File: src/rtl/ram_access_arbiter.sv
// Round-robin sequencer for the shared single-port program ROM / data RAM.
// Ports: fetch and data requesters in, ram address/enable/select controls out.
//
// Requesters:
//   i_fetchReq / i_fetchAddress          -> o_fetchData / o_fetchDone
//   i_dataReq / i_dataWrite / i_dataAddress / i_dataWriteData
//                                        -> o_dataReadData / o_dataDone
// RAM side:
//   o_ramAddress, o_ramAddressEn, o_ramWriteData, o_ramWriteEn,
//   o_ramReadDataSelect, o_ramOutEnable  <- i_ramReadData
// Status: o_busy is high whenever an access is in flight.
module ram_access_arbiter #(
  parameter int ADDR_WIDTH  = 8,
  parameter int DATA_WIDTH  = 8,
  parameter int WAIT_CYCLES = 1,
  parameter bit FETCH_FIRST = 1'b1
) (
  input  logic                  i_clk,
  input  logic                  i_reset,
  input  logic                  i_fetchReq,
  input  logic [ADDR_WIDTH-1:0] i_fetchAddress,
  output logic [DATA_WIDTH-1:0] o_fetchData,
  output logic                  o_fetchDone,
  input  logic                  i_dataReq,
  input  logic                  i_dataWrite,
  input  logic [ADDR_WIDTH-1:0] i_dataAddress,
  input  logic [DATA_WIDTH-1:0] i_dataWriteData,
  output logic [DATA_WIDTH-1:0] o_dataReadData,
  output logic                  o_dataDone,
  output logic [ADDR_WIDTH-1:0] o_ramAddress,
  output logic                  o_ramAddressEn,
  output logic [DATA_WIDTH-1:0] o_ramWriteData,
  output logic                  o_ramWriteEn,
  output logic                  o_ramReadDataSelect,
  output logic                  o_ramOutEnable,
  input  logic [DATA_WIDTH-1:0] i_ramReadData,
  output logic                  o_busy
);

  localparam int CW =
    (WAIT_CYCLES > 1) ? $clog2(WAIT_CYCLES) : 1;
  localparam logic [CW-1:0] CNT_LAST =
    CW'(WAIT_CYCLES - 1);

  // Port identifiers used for grant and last-grant.
  localparam logic PORT_F = 1'b0;
  localparam logic PORT_D = 1'b1;

  typedef enum logic [2:0] {
    S_IDLE,
    S_ADDR,
    S_READ,
    S_WRITE,
    S_DONE
  } state_t;

  state_t                  state_q, state_d;
  logic [CW-1:0]           cnt_q, cnt_d;
  logic                    last_q, last_d;
  logic                    gnt_q, gnt_d;
  logic                    wr_q, wr_d;
  logic [ADDR_WIDTH-1:0]   addr_q, addr_d;
  logic [DATA_WIDTH-1:0]   wdata_q, wdata_d;
  logic [DATA_WIDTH-1:0]   fdata_q, fdata_d;
  logic [DATA_WIDTH-1:0]   ddata_q, ddata_d;
  logic                    pick;
  logic                    cnt_last;

  assign cnt_last = (cnt_q == CNT_LAST);

  // Data wins when it is the only requester, or on a
  // tie when fetch was the last port served.
  assign pick = i_dataReq &
    (~i_fetchReq | (last_q == PORT_F));

  always_ff @(posedge i_clk) begin
    if (i_reset) begin
      state_q <= S_IDLE;
      cnt_q   <= '0;
      last_q  <= FETCH_FIRST ? PORT_D : PORT_F;
      gnt_q   <= PORT_F;
      wr_q    <= 1'b0;
      addr_q  <= '0;
      wdata_q <= '0;
      fdata_q <= '0;
      ddata_q <= '0;
    end else begin
      state_q <= state_d;
      cnt_q   <= cnt_d;
      last_q  <= last_d;
      gnt_q   <= gnt_d;
      wr_q    <= wr_d;
      addr_q  <= addr_d;
      wdata_q <= wdata_d;
      fdata_q <= fdata_d;
      ddata_q <= ddata_d;
    end
  end

  always_comb begin
    state_d = state_q;
    cnt_d   = cnt_q;
    last_d  = last_q;
    gnt_d   = gnt_q;
    wr_d    = wr_q;
    addr_d  = addr_q;
    wdata_d = wdata_q;
    fdata_d = fdata_q;
    ddata_d = ddata_q;
    unique case (state_q)
      S_IDLE: begin
        if (i_fetchReq || i_dataReq) begin
          gnt_d   = pick;
          last_d  = pick;
          addr_d  = pick ? i_dataAddress
                         : i_fetchAddress;
          wr_d    = pick & i_dataWrite;
          wdata_d = pick ? i_dataWriteData
                         : '0;
          state_d = S_ADDR;
        end
      end
      S_ADDR: begin
        cnt_d   = '0;
        state_d = wr_q ? S_WRITE : S_READ;
      end
      S_READ: begin
        if (cnt_last) begin
          cnt_d   = '0;
          state_d = S_DONE;
          if (gnt_q == PORT_D) begin
            ddata_d = i_ramReadData;
          end else begin
            fdata_d = i_ramReadData;
          end
        end else begin
          cnt_d = cnt_q + 1'b1;
        end
      end
      S_WRITE: begin
        if (cnt_last) begin
          cnt_d   = '0;
          state_d = S_DONE;
        end else begin
          cnt_d = cnt_q + 1'b1;
        end
      end
      S_DONE: begin
        state_d = S_IDLE;
      end
      default: begin
        state_d = S_IDLE;
      end
    endcase
  end

  // Moore decode: ram-side controls depend only on
  // registered state and the latched request.
  always_comb begin
    o_ramAddress        = '0;
    o_ramAddressEn      = 1'b0;
    o_ramWriteData      = '0;
    o_ramWriteEn        = 1'b0;
    o_ramReadDataSelect = 1'b0;
    o_ramOutEnable      = 1'b0;
    o_fetchDone         = 1'b0;
    o_dataDone          = 1'b0;
    o_busy              = 1'b0;
    unique case (state_q)
      S_IDLE: begin
        o_busy = 1'b0;
      end
      S_ADDR: begin
        o_busy              = 1'b1;
        o_ramAddress        = addr_q;
        o_ramWriteData      = wdata_q;
        o_ramReadDataSelect = gnt_q;
        o_ramAddressEn      = 1'b1;
      end
      S_READ: begin
        o_busy              = 1'b1;
        o_ramAddress        = addr_q;
        o_ramWriteData      = wdata_q;
        o_ramReadDataSelect = gnt_q;
        o_ramOutEnable      = 1'b1;
      end
      S_WRITE: begin
        o_busy              = 1'b1;
        o_ramAddress        = addr_q;
        o_ramWriteData      = wdata_q;
        o_ramReadDataSelect = gnt_q;
        o_ramWriteEn        = 1'b1;
      end
      S_DONE: begin
        o_busy              = 1'b1;
        o_ramAddress        = addr_q;
        o_ramWriteData      = wdata_q;
        o_ramReadDataSelect = gnt_q;
        o_fetchDone         = (gnt_q == PORT_F);
        o_dataDone          = (gnt_q == PORT_D);
      end
      default: begin
        o_busy = 1'b0;
      end
    endcase
  end

  assign o_fetchData    = fdata_q;
  assign o_dataReadData = ddata_q;

endmodule
File: config.mk
export PLATFORM = sky130hd
export DESIGN_NAME = ram_access_arbiter
export DESIGN_NICKNAME = d
export VERILOG_FILES = /design/src/rtl/ram_access_arbiter.sv
export SDC_FILE = /design/constraint.sdc
export NUM_CORES = 1
export LEC_CHECK = 0
export CAP_MARGIN = 10
export CORE_ASPECT_RATIO = 1.5
export CORE_MARGIN = 3
export CORE_UTILIZATION = 41
export DETAILED_ROUTE_END_ITERATION = 12
export GPL_ROUTABILITY_DRIVEN = 1
export PLACE_DENSITY_LB_ADDON = 0.1
export SYNTH_ARGS = -nofsm -noshare
export SYNTH_HDL_FRONTEND = slang
export SYNTH_SLANG_ARGS = --single-unit
File: constraint.sdc
create_clock -name i_clk -period 1.71 [get_ports i_clk]
set_clock_uncertainty 0.15 [all_clocks]
set_input_delay 0.342 -clock i_clk [delete_from_list [all_inputs] [get_ports i_clk]]
set_output_delay 0.342 -clock i_clk [all_outputs]
set_load 0.1 [all_outputs]
==> results_dict.tcl, run 1 <==
set metrics [dict create \
    final_nets 327 \
    tritoncts "yes" \
    postSynthAreaPerCell_um2 8.40 \
    seqPwrFrac_pct 33.3 \
    vias_per_cell 5.69 \
    yosysWarnings 0 \
    num_rows 27 \
    die_area_um2 4890 \
    hold_viol 0 \
    cpMaxStageDelayCell "dfxtp_4" \
    max_slew.worst_pin.slew_ps 365 \
    outcome "finished, violations left" \
    tns_ps -5950 \
    grt_pass1_vias 2046 \
    report.final.setup_viol 24 \
    ys_seq_area_share_pct 45.5 \
    critPathLaunchType "flop" \
    overflow 0 \
    path_class "flop to output port" \
    met3_usage_pct 6.77 \
    final_util_pct 88.3 \
    fmax_mhz 494 \
    diodes 0 \
    holdCritPathClass "flop to flop" \
    grtUsageMet1_pct 25.8 \
    htreeDepth 2 \
    powerDensity_nw_per_um2 884 \
    crit_path_end_kind "output port" \
    finalPower_w 0.00295 \
    grt_max_degree 39 \
    synthesis.nets 236 \
    switching_share_pct 32.9 \
    violations "setup timing" \
    power_leakage_nw 1.27 \
    die_x_um 58.1 \
    clkLatencyLatePin_ps 290 \
    finalWirelength_mm 6.10 \
    drt_iter0_drc 51 \
    synth_area_um2 1670 \
    rsz0062_at_grt "true" \
    slew_violations 0 \
    grt_pass1_wl_mm 9.70 \
    drc 0 \
    portBuffers 75 \
    slowest_delay_ps 360 \
    routabilityCongestion 0.750 \
    cts-buffers-inserted 5 \
    finalCritPeriodShare_pct 118 \
    clock_sinks 38 \
    die_h_um 84.2 \
    grt_usage_pct 25.4 \
    power_switching_w 0.000970 \
    busiest_layer "met2" \
    cts_root_buf "clkbuf_8" \
    ant_nets 0 \
    slew_headroom_pct 75.7 \
    clk_pin_slew_worst_paths_ps 80 \
    crit_chain "nor2_4 -> xnor2_4 -> buf_6 -> and2_4 -> buf_12" \
    first_pass_iters 4 \
    drive_gt1_share_pct 37.8 \
    setup_slack_ps -314 \
    ir_drop_v 0.000862 \
    drv_cap 0 \
    combPwrFrac_pct 35.9 \
    p_int_w 0.00198 \
    wl_per_cell_um 18.3 \
    area_growth_pct 99.8 \
    synth-seq-cells 38 \
    p_clk_share_pct 30.8 \
    cp_max_fo 9 \
    required_ps 1220 \
    ys_types 31 \
    dpl.hpwl_mm 3.72 \
    cts_hold_buf 0 \
    gr-usage-met2_pct 47.4 \
    core-area_um2 3780 \
    detailroute.via_count 1899 \
    io_pins 76 \
    postSynthCellCount 199 \
    crit_arrival_ps 1530 \
    initial_core_util_pct 44.2 \
    layout_min_cycle_time_ps 2020 \
    clockBufferDepth 2 \
    antenna_found_initial 0 \
]
==> placed cells by master, fill, tap and decap left out, types with 3 or more instances in the layout <==
cell	netlist	routed
nor2_1	13	9
mux2i_1	8	8
nand4_1	9	9
buf_12	0	42
a311oi_1	8	7
buf_4	2	13
nor2_4	0	4
buf_6	1	6
dfxtp_1	38	35
o21ai_0	11	11
nand2_1	35	34
a21oi_1	27	27
clkdlybuf4s50_1	0	36
clkbuf_8	0	5
dfxtp_4	0	3
and2_4	0	17
==> cells by family (layout without fill, tap and decap cells) <==
| kind of cell | count (synthesis) | count (layout) | share of synthesized area, % |
|---|---|---|---|
| AND/OR/NAND/NOR | 85 | 85 | 25.7 |
| AO/OA/AOI/OAI | 50 | 50 | 17.9 |
| XOR/XNOR | 1 | 1 | 0.973 |
| multiplexers | 8 | 8 | 4.79 |
| flip-flops | 38 | 38 | 45.5 |
| buffers and inverters | 17 | 109 | 5.16 |
==> synthesized netlist by cell type <==
library cell / n / share of area [%]
mux2i_1: 8 / 4.8
nand2_1: 35 / 7.9
buf_1: 1 / 0.22
and2_1: 17 / 6.4
o21ba_2: 1 / 0.60
or4b_1: 1 / 0.60
nor2b_1: 1 / 0.37
buf_2: 6 / 1.8
nor2_2: 1 / 0.37
xnor2_2: 1 / 0.97
a311oi_1: 8 / 4.2
buf_6: 1 / 0.67
a21oi_1: 27 / 8.1
o21bai_1: 1 / 0.45
dfxtp_1: 38 / 46
clkbuf_1: 6 / 1.3
a21bo_2: 1 / 0.60
nor3b_1: 1 / 0.45
nor4b_2: 1 / 0.90
nor4bb_1: 1 / 0.60
and3_1: 1 / 0.37
o21ai_0: 11 / 3.3
a21boi_2: 1 / 0.67
nor2_1: 13 / 2.9
nand2b_1: 1 / 0.37
inv_1: 1 / 0.22
buf_4: 2 / 0.90
nand4_1: 9 / 3.4
nand3b_1: 1 / 0.45
or2_2: 1 / 0.37
nand3_1: 1 / 0.30
==> registers in the layout, summed over array words and instances (netlist names) <==
name	count
addr_q	8
o_dataReadData	8
o_fetchData	8
wdata_q	8
state_q	3
gnt_q	1
last_q	1
wr_q	1
==> what timing repair did <==
item                                    in CTS  in global routing
cloned                                       2                  0
pin swaps                                   14                  6
endpoints found under the hold margin        0                  0
endpoints found under the setup margin      31                 38
gates resized for setup                     15                 11
setup buffers                                8                  1
==> routing by layer <==
layer | routed length (um) | vias up
met5 | 0 | -
met1 | 2060 | 915
met3 | 395 | 15
met4 | 145 | 0
li1 | - | 873
met2 | 3500 | 96
==> critical path, delay by kind of cell, from the launching register on <==
kind	cells	cell delay, ps
and+or+nand+nor	2	350
buffers and inverters	2	340
DFF	1	360
xor gates and xnor gates	1	170
==> through the flow <==
stage / cell area [um2] / std cells / hold WS (ps) / worst slack [ps]
5_1_grt: 3340 / 334 / 353 / -351
3_3_place_gp: 3040 / 318 / 287 / -122
3_5_place_dp: 3040 / 318 / 297 / -240
6_report: 3340 / 334 / 332 / -314
2_1_floorplan: 1770 / 199 / 272 / -183
4_1_cts: 3340 / 336 / 311 / -276
==> worst paths after layout <==
path,start,end,slack (ps),cells after the start
max,state_q[0]$_SDFFE_PP0P_,o_ramWriteData[0],-310,5
min,wdata_q[2]$_SDFFE_PP0P_,wdata_q[2]$_SDFFE_PP0P_,330,2
max reg2reg,state_q[0]$_SDFFE_PP0P_,wdata_q[3]$_SDFFE_PP0P_,-10,5
min reg2reg,wdata_q[2]$_SDFFE_PP0P_,wdata_q[2]$_SDFFE_PP0P_,330,2
==> final cells by class <==
type | count | area, um2
Fill cell | 180 | 444
Multi-Input combinational cell | 144 | 951
Inverter | 1 | 3.75
Tap cell | 43 | 53.8
Clock inverter | 3 | 68.8
Clock buffer | 5 | 68.8
Sequential cell | 38 | 772
Timing Repair Buffer | 100 | 1420
==> power groups by stage <==
stage / Combinational, W / Sequential, W / Clock (W)
floorplan: 0.000504 / 0.00105 / 0
global placement: 0.000931 / 0.000993 / 0
detailed placement: 0.000943 / 0.000996 / 0
CTS: 0.00106 / 0.000979 / 0.000918
global route: 0.00110 / 0.000989 / 0.000962
finish: 0.00106 / 0.000983 / 0.000911
Power figures use the tool's default switching activity.
==> run 2, diff against run 1 <==
--- a/config.mk
+++ b/config.mk
@@ -12,6 +12,7 @@
 export DETAILED_ROUTE_END_ITERATION = 12
 export GPL_ROUTABILITY_DRIVEN = 1
 export PLACE_DENSITY_LB_ADDON = 0.1
+export RECOVER_POWER = 50
 export SYNTH_ARGS = -nofsm -noshare
 export SYNTH_HDL_FRONTEND = slang
 export SYNTH_SLANG_ARGS = --single-unit
==> run 2 against run 1 <==
- the flow still finishes with violations (setup timing)
- design area decreased by 7.8%
- flip-flop and latch count unchanged
- power decreased by 1.4%
- die area unchanged
- routed wire length decreased by 0.33%
- hold slack got worse by 25 ps
- via count decreased by 0.42%
- clock power about the same
- global-route usage unchanged
- first-iteration DRC count increased by 20%
==> results_dict.tcl, run 2 (synthesis results as in run 1) <==
set metrics [dict create \
    placed_area_um2 3040 \
    drc 0 \
    setup_slack_ps -314 \
    drt_iter0_drc 61 \
    met3_usage_pct 6.77 \
    detailroute.via_count 1891 \
    portBuffers 75 \
    clock_sinks 38 \
    final_area_um2 3080 \
    io_pins 76 \
    cts_root_buf "clkbuf_8" \
    crit_path_end_kind "output port" \
    initial_core_util_pct 44.2 \
    die_area_um2 4890 \
    path_class "flop to output port" \
    p_clk_share_pct 31.3 \
    p_int_w 0.00195 \
    r2r_cells 7 \
    layout_min_cycle_time_ps 2020 \
    antenna_found_initial 0 \
    final_common_cell "clkdlybuf4s50_1" \
    hold_viol 0 \
    clk_pin_slew_worst_paths_ps 80 \
    stdcell_count 334 \
    wl_per_cell_um 18.2 \
    area_growth_pct 84.2 \
    num_rows 27 \
    ant_nets 0 \
    grt_pass1_wl_mm 9.70 \
    dp.cells 318 \
    tritoncts "yes" \
    switching_share_pct 33.1 \
    slew_violations 0 \
    die_x_um 58.1 \
    finalWirelength_mm 6.08 \
    seqPwrFrac_pct 33.6 \
    core-area_um2 3780 \
    timing.rr.end "addr_q[2]$_SDFFE_PP0P_" \
    hold_end "o_fetchData[7]$_SDFFE_PP0P_" \
    required_ps 1220 \
    cts_hold_buf 0 \
    ir_drop_v 0.000884 \
    report.final.setup_viol 29 \
    grt_pass1_vias 2046 \
    routabilityCongestion 0.750 \
    combPwrFrac_pct 35.2 \
    final_cell_mix "clkdlybuf4s50_1, dfxtp_1, nand2_1, a21oi_1, buf_12" \
    holdCritPathClass "flop to flop" \
    final_util_pct 81.4 \
    max_slew.worst_pin.slew_ps 796 \
    dpl.hpwl_mm 3.72 \
    grt_max_degree 39 \
    busiest_layer "met2" \
    finalCritPeriodShare_pct 118 \
    cts-buffers-inserted 5 \
    hold-path-cell-count 2 \
    clkLatencyLatePin_ps 290 \
    fmax_mhz 494 \
    hold_start "o_fetchData[7]$_SDFFE_PP0P_" \
    r2r_slack_ps -80 \
    slew_headroom_pct 46.9 \
    overflow 0 \
    cp_max_fo 9 \
    violations "setup timing" \
    power_switching_w 0.000963 \
    gr-usage-met2_pct 47.4 \
    crit_start "state_q[0]$_SDFFE_PP0P_" \
    clockBufferDepth 2 \
    rsz0062_at_grt "true" \
    critPathLaunchType "flop" \
    timing.rr.start "state_q[0]$_SDFFE_PP0P_" \
    grtUsageMet1_pct 25.8 \
    vias_per_cell 5.66 \
    crit_arrival_ps 1530 \
    htreeDepth 2 \
    powerDensity_nw_per_um2 945 \
    grt_usage_pct 25.4 \
    die_h_um 84.2 \
    first_pass_iters 4 \
    drive_gt1_share_pct 37.8 \
    final_nets 327 \
    power_leakage_nw 1.22 \
    diodes 0 \
    outcome "finished, violations left" \
    drv_cap 0 \
]
run 2: worst max-delay path, stage by stage, from the launching register on:
cell	delay, ps
dfxtp_4	360
nor2_4	190
xnor2_4	170
buf_6	180
and2_4	160
buf_12	160
run 2: power by group through the flow:
stage	sequential, W	combinational, W	clock, W
2_1_floorplan	0.00105	0.000504	0
3_3_place_gp	0.000993	0.000931	0
3_5_place_dp	0.000996	0.000943	0
4_1_cts	0.000979	0.00106	0.000918
5_1_grt	0.000984	0.00106	0.000962
6_report	0.000977	0.00102	0.000910
run 2: final cells by class:
type | instances | area [um2]
clock buffer | 5 | 68.8
clock inverter | 3 | 68.8
tap | 43 | 53.8
multi-input combinational | 144 | 951
timing repair buffer | 100 | 1160
fill | 214 | 704
inverter | 1 | 3.75
sequential | 38 | 772
run 2: through the flow:
| stage | hold WS, ps | total power (W) | setup slack (ps) | setup TNS, ps |
|---|---|---|---|---|
| floorplan | 272 | 0.00156 | -183 | -2340 |
| global placement | 287 | 0.00192 | -122 | -988 |
| detailed placement | 297 | 0.00194 | -240 | -1820 |
| CTS | 311 | 0.00296 | -276 | -5100 |
| global route | 335 | 0.00301 | -351 | -7590 |
| finish | 307 | 0.00291 | -314 | -6260 |
run 2: worst max-delay path by stage:
stage / cells past startpoint / endpoint / slack (ps)
3_5_place_dp: 4 / addr_q[1]$_SDFFE_PP0P_ / -240
6_report: 5 / o_ramWriteData[0] / -310
5_1_grt: 5 / o_ramAddress[5] / -350
3_3_place_gp: 4 / addr_q[7]$_SDFFE_PP0P_ / -120
4_1_cts: 5 / o_ramAddress[1] / -280
2_1_floorplan: 3 / o_ramOutEnable / -180
run 2: layer usage:
| layer | part of all wire [%] | up-vias |
|---|---|---|
| li1 | - | 873 |
| met1 | 34 | 916 |
| met2 | 58 | 86 |
| met3 | 5.7 | 16 |
| met4 | 2.4 | 0 |
| met5 | 0 | - |
run 2: timing repair:
| item | in CTS | in global routing |
|---|---|---|
| buffers inserted | 8 | 1 |
| resized for setup | 15 | 11 |
| setup endpoints to repair | 31 | 38 |
| endpoints found under the hold margin | 0 | 0 |
| gates cloned | 2 | 0 |
| pin swaps | 14 | 6 |
==> run 3, diff against run 2 <==
--- a/config.mk
+++ b/config.mk
@@ -11,6 +11,7 @@
 export CORE_UTILIZATION = 41
 export DETAILED_ROUTE_END_ITERATION = 12
 export GPL_ROUTABILITY_DRIVEN = 1
+export GPL_TIMING_DRIVEN = 0
 export PLACE_DENSITY_LB_ADDON = 0.1
 export RECOVER_POWER = 50
 export SYNTH_ARGS = -nofsm -noshare
==> run 3 against run 2 <==
- register-to-register slack improved by 130 ps
- via count increased by 0.11%
- the flow still finishes with violations (setup timing)
- highest routed layer unchanged
- critical path type unchanged
- die area unchanged
- hold slack improved by 1.1 ps
- first-iteration DRC count decreased by 34%
- worst setup slack got worse by 30 ps
- design area increased by 3.5%
==> results_dict.tcl, run 3 (synthesis results as in run 1) <==
set metrics [dict create \
    wl_per_cell_um 16.9 \
    final_area_um2 3190 \
    report.final.setup_viol 23 \
    slowest_delay_ps 360 \
    initial_core_util_pct 44.2 \
    p_clk_share_pct 24.3 \
    crit_family "buffers and inverters" \
    cts-buffers-inserted 5 \
    htreeDepth 2 \
    power_leakage_nw 1.22 \
    drv_cap 0 \
    drt_iter0_drc 40 \
    detailroute.via_count 1893 \
    setup_slack_ps -344 \
    power_switching_w 0.000975 \
    ant_nets 0 \
    grt_usage_pct 23.7 \
    die_h_um 84.2 \
    outcome "finished, violations left" \
    clkLatencyLatePin_ps 290 \
    crit_start "state_q[1]$_SDFFE_PP0P_" \
    cp_max_fo 4 \
    slew_headroom_pct 63.7 \
    drive_gt1_share_pct 39.0 \
    ir_drop_v 0.000692 \
    combPwrFrac_pct 39.3 \
    die_area_um2 4890 \
    cts_root_buf "clkbuf_8" \
    seqPwrFrac_pct 36.4 \
    clockBufferDepth 2 \
    worstPathBufferInverterCount 3 \
    finalCritPeriodShare_pct 120 \
    final_common_cell "clkdlybuf4s50_1" \
    hold_start "o_fetchData[3]$_SDFFE_PP0P_" \
    holdCritPathClass "flop to flop" \
    portBuffers 74 \
    path_class "flop to output port" \
    switching_share_pct 36.1 \
    rsz0062_at_grt "true" \
    grt_pass1_vias 1936 \
    clk_pin_slew_worst_paths_ps 70 \
    num_rows 27 \
    required_ps 1220 \
    met1Wirelength_mm 2.17 \
    finalWirelength_mm 5.80 \
    area_growth_pct 90.6 \
    core-area_um2 3780 \
    p_int_w 0.00172 \
    crit_path_frequent_cell "buf_12" \
    placed_area_um2 2560 \
    met2WireLength_mm 3.11 \
    clock_sinks 38 \
    cpMaxStageDelayCell "dfxtp_4" \
    timing.rr.start "state_q[2]$_SDFFE_PP0P_" \
    hold_viol 0 \
    die_x_um 58.1 \
    dpl.hpwl_mm 3.37 \
    dp_slack_ps -1250 \
    antenna_found_initial 0 \
    critPathLaunchType "flop" \
    final_nets 336 \
    violations "setup timing" \
    first_pass_iters 4 \
    overflow 0 \
    crit_arrival_ps 1560 \
    crit_path_end_kind "output port" \
    max_slew.worst_pin.slew_ps 547 \
    diodes 0 \
    crit_chain "nor2_4 -> xnor2_4 -> buf_12 -> buf_4 -> and2_4 -> buf_12" \
    met3_length_um 339 \
    slew_violations 0 \
    layout_min_cycle_time_ps 2050 \
    drc 0 \
    vias_per_cell 5.52 \
    io_pins 76 \
    routed.top_layer "met4" \
    routabilityCongestion 0.770 \
    grt_max_degree 13 \
    grt_pass1_wl_mm 9.10 \
    final_cell_mix "clkdlybuf4s50_1, dfxtp_1, nand2_1, a21oi_1, buf_12" \
    tritoncts "yes" \
    fmax_mhz 487 \
    cts_hold_buf 0 \
    powerDensity_nw_per_um2 847 \
    fillers 228 \
]
run 3: changes by cell type in the layout (fill, tap and decap cells not counted), moves of 2 or more:
cell / previous run / this run
bufinv_16: 2 / 0
buf_6: 6 / 12
clkdlybuf4s15_2: 0 / 6
clkdlybuf4s18_2: 0 / 7
o21ai_0: 11 / 9
o21ai_1: 0 / 2
clkbuf_1: 0 / 5
buf_2: 14 / 4
run 3: worst min-delay path, stage by stage, from the launching register on:
cell and delay [ps]:
dfxtp_1 310, nand2_1 50, a21oi_1 50
run 3: final cells by class:
class	count	area, um2	share of cell area, %
Inverter	1	3.75	0.118
Clock inverter	2	12.5	0.393
Sequential cell	38	773	24.3
Multi-Input combinational cell	144	981	30.8
Clock buffer	6	82.6	2.59
Tap cell	43	53.8	1.69
Buffer	13	97.6	3.06
Timing Repair Buffer	96	1180	37.1
run 3: stage by stage:
stage               setup TNS [ps]  hold slack [ps]  util, %  total power [W]  cells
finish                       -5920              308     84.2          0.00270    343
CTS                          -6020              305     81.8          0.00265    338
global route                 -7440              329     84.2          0.00279    343
detailed placement          -33960              295     67.7          0.00179    316
global placement            -34490              285     67.7          0.00178    316
floorplan                    -2340              272        -          0.00156    199
run 3: power by group through the flow:
stage,clock (W),combinational (W),sequential [W]
global route,0.000696,0.00111,0.000988
detailed placement,0,0.000786,0.000999
finish,0.000656,0.00106,0.000983
CTS,0.000667,0.00100,0.000976
floorplan,0,0.000504,0.00105
global placement,0,0.000784,0.000997
run 3: timing repair:
action | in CTS | in global routing
pin swaps | 17 | 5
gates cloned | 1 | 0
gates resized for setup | 267 | 44
endpoints found under the setup margin | 49 | 68
buffers inserted | 14 | 8
run 3: metal layers:
layer / vias to the layer above / GRT usage (%)
met5: - / 0
met1: 900 / 25.9
met3: 23 / 4.92
met2: 84 / 42.2
li1: 886 / -
met4: 0 / 11.0
run 3: path summary, 6_finish.rpt:
path | slack [ps] | end | cells after the start
max reg2reg | 50 | wdata_q[5]$_SDFFE_PP0P_ | 7
min reg2reg | 310 | o_fetchData[3]$_SDFFE_PP0P_ | 2
max | -340 | o_ramAddress[7] | 6
min | 310 | o_fetchData[3]$_SDFFE_PP0P_ | 2
